### config.mk
export PLATFORM = sky130hd
export DESIGN_NAME = ram_arbiter
export DESIGN_NICKNAME = d
export VERILOG_FILES = /design/src/rtl/ram_arb_pkg.sv /design/src/rtl/arb_timeout_counter.sv /design/src/rtl/ram_arbiter.sv
export SDC_FILE = /design/constraint.sdc
export NUM_CORES = 1
export LEC_CHECK = 0
export ABC_CLOCK_PERIOD_IN_PS = 2200
export BUFFER_PORTS_ARGS = -buffer_cell sky130_fd_sc_hd__buf_4
export CELL_PAD_IN_SITES_DETAIL_PLACEMENT = 2
export CELL_PAD_IN_SITES_GLOBAL_PLACEMENT = 2
export CORE_MARGIN = 10
export CORE_UTILIZATION = 29
export CTS_CLUSTER_DIAMETER = 100
export CTS_CLUSTER_SIZE = 20
export DETAILED_ROUTE_END_ITERATION = 10
export PLACE_DENSITY_LB_ADDON = 0.1
export SYNTH_ARGS = -nofsm -noshare
export SYNTH_HDL_FRONTEND = slang
export SYNTH_HIERARCHICAL = 1
export SYNTH_SLANG_ARGS = --single-unit
export TNS_END_PERCENT = 30
### constraint.sdc
create_clock -name clk -period 2.2 [get_ports clk]
set_clock_uncertainty 0.2 [all_clocks]
set_input_delay 0.11 -clock clk [delete_from_list [all_inputs] [get_ports clk]]
set_output_delay 0.11 -clock clk [all_outputs]
set_load 0.005 [all_outputs]
### src/rtl/ram_arb_pkg.sv
// ram_arb_pkg: shared types for the two-requester RAM arbiter.
// State encoding and default bus widths / timeout.
package ram_arb_pkg;

  localparam int ARB_ADDR_W  = 32;
  localparam int ARB_DATA_W  = 64;
  localparam int ARB_TIMEOUT = 16;

  typedef enum logic [1:0] {
    ST_IDLE    = 2'd0,
    ST_BUSY    = 2'd1,
    ST_RELEASE = 2'd2
  } arb_state_e;

endpackage

### src/rtl/arb_timeout_counter.sv
// arb_timeout_counter: counts BUSY cycles of one RAM transaction.
// Ports: clk, rst (async low), clear, enable, limit -> expired.
module arb_timeout_counter
  import ram_arb_pkg::*;
#(
  parameter  int TIMEOUT = ARB_TIMEOUT,
  localparam int CW      = $clog2(TIMEOUT)
) (
  input  logic          clk,
  input  logic          rst,
  input  logic          clear,
  input  logic          enable,
  input  logic [CW-1:0] limit,
  output logic          expired
);

  logic [CW-1:0] cnt_q, cnt_d;

  always_comb begin
    cnt_d = cnt_q;
    if (clear)       cnt_d = '0;
    else if (enable) cnt_d = cnt_q + 1'b1;
  end

  always_ff @(posedge clk or negedge rst) begin
    if (!rst) cnt_q <= '0;
    else      cnt_q <= cnt_d;
  end

  assign expired = (cnt_q == limit);

endmodule

### src/rtl/ram_arbiter.sv
// ram_arbiter: round-robin share of one RAM port by two requesters,
// one transaction in flight, per-transaction timeout with err pulse.
module ram_arbiter
  import ram_arb_pkg::*;
#(
  parameter int ADDR_W  = ARB_ADDR_W,
  parameter int DATA_W  = ARB_DATA_W,
  parameter int TIMEOUT = ARB_TIMEOUT
) (
  input  logic              clk,
  input  logic              rst,
  input  logic              req0,
  input  logic [ADDR_W-1:0] addr0,
  input  logic              req1,
  input  logic [ADDR_W-1:0] addr1,
  output logic [DATA_W-1:0] rdata,
  output logic              ready0,
  output logic              ready1,
  output logic              err0,
  output logic              err1,
  output logic              busy,
  output logic              owner,
  output logic              ram_req,
  output logic [ADDR_W-1:0] ram_address,
  input  logic              ram_ready,
  input  logic [DATA_W-1:0] ram_in
);

  localparam int CW = $clog2(TIMEOUT);
  localparam logic [CW-1:0] LIMIT = CW'(TIMEOUT - 1);

  arb_state_e        state_q;
  logic              last_q;
  logic              owner_q;
  logic              req_q;
  logic [ADDR_W-1:0] addr_q;
  logic [DATA_W-1:0] rdata_q;
  logic [1:0]        rdy_q;
  logic [1:0]        err_q;

  logic gnt;
  logic grant;
  logic in_busy;
  logic expired;

  // Tie goes to whoever was not served last.
  assign gnt     = (req0 & req1) ? ~last_q : req1;
  assign grant   = (state_q == ST_IDLE) & (req0 | req1);
  assign in_busy = (state_q == ST_BUSY);

  arb_timeout_counter #(
    .TIMEOUT (TIMEOUT)
  ) u_timeout (
    .clk     (clk),
    .rst     (rst),
    .clear   (grant),
    .enable  (in_busy),
    .limit   (LIMIT),
    .expired (expired)
  );

  always_ff @(posedge clk or negedge rst) begin
    if (!rst) begin
      state_q <= ST_IDLE;
      last_q  <= 1'b1;
      owner_q <= 1'b0;
      req_q   <= 1'b0;
      addr_q  <= '0;
      rdata_q <= '0;
      rdy_q   <= '0;
      err_q   <= '0;
    end else begin
      rdy_q <= '0;
      err_q <= '0;
      unique case (state_q)
        ST_IDLE: begin
          if (grant) begin
            addr_q  <= gnt ? addr1 : addr0;
            owner_q <= gnt;
            req_q   <= 1'b1;
            state_q <= ST_BUSY;
          end
        end
        ST_BUSY: begin
          // Data arriving on the last allowed cycle beats the timeout.
          if (ram_ready | expired) begin
            rdata_q        <= ram_ready ? ram_in : '0;
            rdy_q[owner_q] <= 1'b1;
            err_q[owner_q] <= ~ram_ready;
            last_q         <= owner_q;
            req_q          <= 1'b0;
            state_q        <= ST_RELEASE;
          end
        end
        ST_RELEASE: state_q <= ST_IDLE;
        default:    state_q <= ST_IDLE;
      endcase
    end
  end

  assign rdata       = rdata_q;
  assign ready0      = rdy_q[0];
  assign ready1      = rdy_q[1];
  assign err0        = err_q[0];
  assign err1        = err_q[1];
  assign busy        = (state_q != ST_IDLE);
  assign owner       = owner_q;
  assign ram_req     = req_q;
  assign ram_address = addr_q;

endmodule

After elaboration in Yosys (flattened, before gate mapping) --
Cells that the tools add are included.
Cells by class: $add $sub $neg 1, $lt $le $gt $ge 2, eq/ne operators 4, mux-type cells 17, bitwise logic cells 7, reduce and logical (&&, ||, !) cells 9
Operator list (number):
- 64-bit 2-to-1 mux | 1
- 32-bit 2-to-1 mux | 1
- 2-bit 2-to-1 mux | 6
- 4-bit 2-to-1 mux | 2
- 2-bit AND reduction | 3
- 2-bit nonzero test | 3
- 4-bit by 1-bit adder with 4-bit output (second input constant) | 1
- 4-bit equality test (second input constant) | 1
- 1-bit 2-to-1 mux | 4
- 2-bit one-hot mux with 2 select lines | 1
- 3-bit AND reduction | 1
- 1-bit AND | 2
- 2-bit AND | 1
- 2-bit by 1-bit equality test with 1-bit output (second input constant) | 1
- 2-bit zero test | 1
- 1-bit by 2-bit < comparator with 1-bit output (second input constant) | 1
- 2-bit by 1-bit inequality test with 1-bit output (second input constant) | 1
- 2-bit inequality test (second input constant) | 1
- 1-bit NOT | 2
- 1-bit bitwise OR | 2
- 1-bit one-hot mux with 2 select lines | 1
- 1-bit demux with 1-bit select | 1
- 1-bit >= comparator (second input constant) | 1
- 1-bit logical AND | 1
Storage, ports and cells: register bits after elaboration 109, input bits 133, output and inout bits 103, logic and storage cells 49

Longest topological paths before layout --
word-level depth 7, depth in mapped cells 6, gate-level depth less buffers 5

Hierarchy --
The synthesis kept the hierarchy.
Modules (own cells, without submodules):
- ram_arbiter | instances 1, cells each 273, area each 4413.0 um2, seq. area each 2628.8 um2
- arb_timeout_counter | instances 1, cells each 21, area each 234.0 um2, seq. area each 100.1 um2

Worst setup path before layout --
OpenSTA, ideal clock, no wires.
path type reg-to-reg, start reg u_timeout.cnt_q[0], end reg rdata_q[57], in the netlist rdata[57], setup time 121 ps, arrival time 1537 ps, required time 1879 ps, slack 342 ps, cell stages (with the launch flop) 7, path buffers 2, period minus slack after synthesis 1858 ps, cell sequence dfrtp_1 xor2_1 nor4_1 o21ai_2 buf_2 buf_2 a22o_1
Between the ends: cells in the longest elaborated chain, start to end 3
RTL lines:
- from (decl) | RTL line arb_timeout_counter.sv:17 | logic [CW-1:0] cnt_q, cnt_d;
- from (signal assigned) | RTL line arb_timeout_counter.sv:27 | else cnt_q <= cnt_d;
- 4-bit equality test | RTL line arb_timeout_counter.sv:30 | assign expired = (cnt_q == limit);
- named net expired | RTL line ram_arbiter.sv:44 | logic expired;
- 1-bit bitwise OR | RTL line ram_arbiter.sv:86 | if (ram_ready | expired) begin
- 2-bit AND reduction (no source line)
- to (signal assigned) | RTL line ram_arbiter.sv:87 | rdata_q <= ram_ready ? ram_in : '0;
- to (decl) | RTL line ram_arbiter.sv:37 | logic [DATA_W-1:0] rdata_q;
The timed path passes the listed nets, and every way through them passes these cells. A chain may end at the register's enable or synchronous reset.

Final worst setup path --
start reg u_timeout.cnt_q[0], end reg rdata_q[31], in the netlist rdata[31]
The elaborated chain is that of the path after synthesis.

==> results.cfg <==
[pwr]
power.leakage_nw = 4.11
pwr_density_cell_mw_per_mm2 = 1180
vdd_drop_max_mv = 0.462

[grt]
antenna_found_initial = 3
grt_pass1_vias = 4876
grt_pass1_wl_um = 32100
grt_max_degree = 53
track_usage_pct = 19.2
grt_overflow = 0

[worst_setup_path]
crit_required_ns = 2.23
cpMostUsedCell = buf_4
crit_slowest_cell = dfrtp_1
crit_path_max_fanout = 52
setup.worst_path.class = reg -> reg
reg2regPathDepth = 6
crit_path_end = rdata[31]$_DFFE_PN0P_
start_kind = register
timing.rr.end = rdata[31]$_DFFE_PN0P_
crit_arrival_ns = 2.02
worstReg2RegStart = u_timeout/cnt_q[0]$_DFFE_PN0P_
cpPeakStageDelay_ns = 0.42
startpoint = u_timeout/cnt_q[0]$_DFFE_PN0P_
crit_chain = xor2_1 -> nor4_1 -> buf_4 -> o21ai_4 -> buf_4 -> a22o_1
ff2ff_setup_slack_ns = 0.20
endpoint_kind = register

[cts]
h-tree-depth = 3
cts-buffers-inserted = 9
cts_buffer_depth = 2
cts.sinks = 109
cts_tree = done
clk_latency_ns = 0.35
cts_resized = 0
clkTransAtPathRegs_ns = 0.08
clockRootBuffer = clkbuf_16

[die]
die_w_um = 147
die_area_mm2 = 0.0215
die_y_um = 147
initial_core_util_pct = 29.5
core_mm2 = 0.0158
std_cell_rows = 46
ios = 236

[drt]
routed_wl_um = 20800
dr.pass1.iters = 4
vias_per_cell = 4.58
drt_iter0_drc = 166
detail-route-antenna-nets = 0
routedWlPerCell_um = 23.5
remaining_drc_errors = 0
num_vias = 4057

[place]
gp_congestion = 0.732
io_buffers = 235
dpl_cell_area_mm2 = 0.00670
place_ws_ns = 0.221
place_hpwl_um = 12000

[flow_run]
drv_cap = 0

[synth]
synth_area_per_cell_um2 = 15.8
syn_area_mm2 = 0.00465
synth.distinct_cells = 30
synthTopCellsByArea = dfrtp_1 58%, mux2_4 19%, a22o_1 12%
yosysWarnings = 6
synth-seq-area-share_pct = 58.7
yosys.area.top_type = dfrtp_1
synth_enable_flop_cells = 0
ys_ff_latch = 109
syn_inst = 294
synth_top_flop_cell = dfrtp_1
synthArstFlopShare_pct = 100
synth_top_area_share_pct = 58.2

[sta]
setup-violations-final = 0
fin_ws_ns = 0.203
timing.slew.headroom_pct = 61.3
tns_ns = 0
rsz0062_at_grt = no
maxSlewViolCount = 0
timing.final.crit_share_pct = 90.8
finalHoldViolCount = 0
tightest_slew_ns = 0.581
period_needed_ns = 2.00
holdWs_ns = 0.0880
clock.fmax_mhz = 501

[min_path]
min-delay-path-class = in -> async

[outcome]
status = finished, final reports clean

[final_layout]
fillers = 1529
area_growth_pct = 78.8
drive_gt1_share_pct = 49.9
finish.utilization_pct = 52.7
final_nets = 796
design_area_mm2 = 0.00831
[cell usage in the layout (no fill, tap or decap), types with 2 or more instances in the layout]
cell,Yosys,final
a21bo_2,1,2
a21o_1,2,2
a22o_1,64,64
buf_12,0,6
buf_4,0,239
clkbuf_16,0,9
clkinvlp_4,0,2
conb_1,1,4
dfrtp_1,108,108
diode_2,0,3
dlygate4sd3_1,0,130
inv_1,2,2
inv_6,0,2
mux2_2,7,7
mux2_4,59,59
mux2i_1,2,2
nor2_1,7,7
nor3_1,2,2
xor2_1,4,4
[through the flow]
stage	total power, mW	std cells
after floorplan	5.51	297
after global placement	7.66	737
after detailed placement	7.82	737
after CTS	9.76	883
after global routing	10.4	886
final	9.81	886
[layer usage]
layer,wire length [um],vias to the layer above,global-route usage (%)
met5,0,-,0
met4,159,0,4.00
met3,1380,10,6.30
met2,10700,159,33.2
met1,8570,2070,22.6
li1,-,1818,-
[area by class of cell]
cell class | instances | area, um2 | share of cell area (%)
Clock inverter | 6 | 71.3 | 0.859
Inverter | 2 | 7.51 | 0.0904
Antenna cell | 3 | 7.51 | 0.0904
Sequential cell | 109 | 2730 | 32.9
Clock buffer | 10 | 229 | 2.76
Multi-Input combinational cell | 165 | 1780 | 21.4
Timing Repair Buffer | 375 | 3220 | 38.7
Tap cell | 216 | 270 | 3.25
[repair_timing]
| item | in CTS | in global routing |
|---|---|---|
| buffers inserted | 0 | 0 |
| hold buffers | 130 | 0 |
| endpoints found under the hold margin | 157 | 0 |
[registers in the layout, summed over array words and instances (netlist names)]
signal / cells
ram_address: 32
state_q: 2
rdy_q: 2
ram_req: 1
last_q: 1
rdata: 64
owner: 1
u_timeout/cnt_q: 4
err_q: 2
[critical path: cells and delay by family, from the launching register on]
family / cells / cell delay (ns)
AO/OA/AOI/OAI: 2 / 0.38
XOR/XNOR: 1 / 0.09
buffers and inverters: 2 / 0.49
flip-flops: 1 / 0.42
AND/OR/NAND/NOR: 1 / 0.28
[report_power, final]
part,switching [mW],internal [mW]
Clock,0.779,0.895
Combinational,1.81,2.74
Sequential,0.640,2.94
[how the worst min path moves through the flow]
| stage | from | to | cells after the start |
|---|---|---|---|
| after floorplan | rst | err_q[0]$_DFF_PN0_ | 0 |
| after global placement | rst | ram_address[28]$_DFFE_PN0P_ | 1 |
| after detailed placement | rst | ram_address[26]$_DFFE_PN0P_ | 1 |
| after CTS | rst | ram_address[26]$_DFFE_PN0P_ | 2 |
| after global routing | rst | ram_address[26]$_DFFE_PN0P_ | 2 |
| final | rst | ram_address[26]$_DFFE_PN0P_ | 2 |
[synth_stat cells (2+ instances only)]
master,n
a21o_1,2
a22o_1,64
buf_2,9
buf_6,4
buf_8,3
clkbuf_1,5
dfrtp_1,108
inv_1,2
mux2_2,7
mux2_4,59
mux2i_1,2
nor2_1,7
nor3_1,2
xor2_1,4
[logic make-up (layout without fill, tap and decap cells)]
| family | Yosys count | count (layout) | share of synthesized area (%) |
|---|---|---|---|
| and+or+nand+nor | 17 | 17 | 2.21 |
| buffers and inverters | 23 | 393 | 3.47 |
| AOI/OAI and AO/OA | 70 | 70 | 13.1 |
| xor gates and xnor gates | 5 | 5 | 0.942 |
| adders and majority gates | 1 | 1 | 0.269 |
| muxes | 68 | 68 | 21.2 |
| DFF | 109 | 109 | 58.7 |
| other | 1 | 7 | 0.0807 |
(Power assumes the default switching activity.)
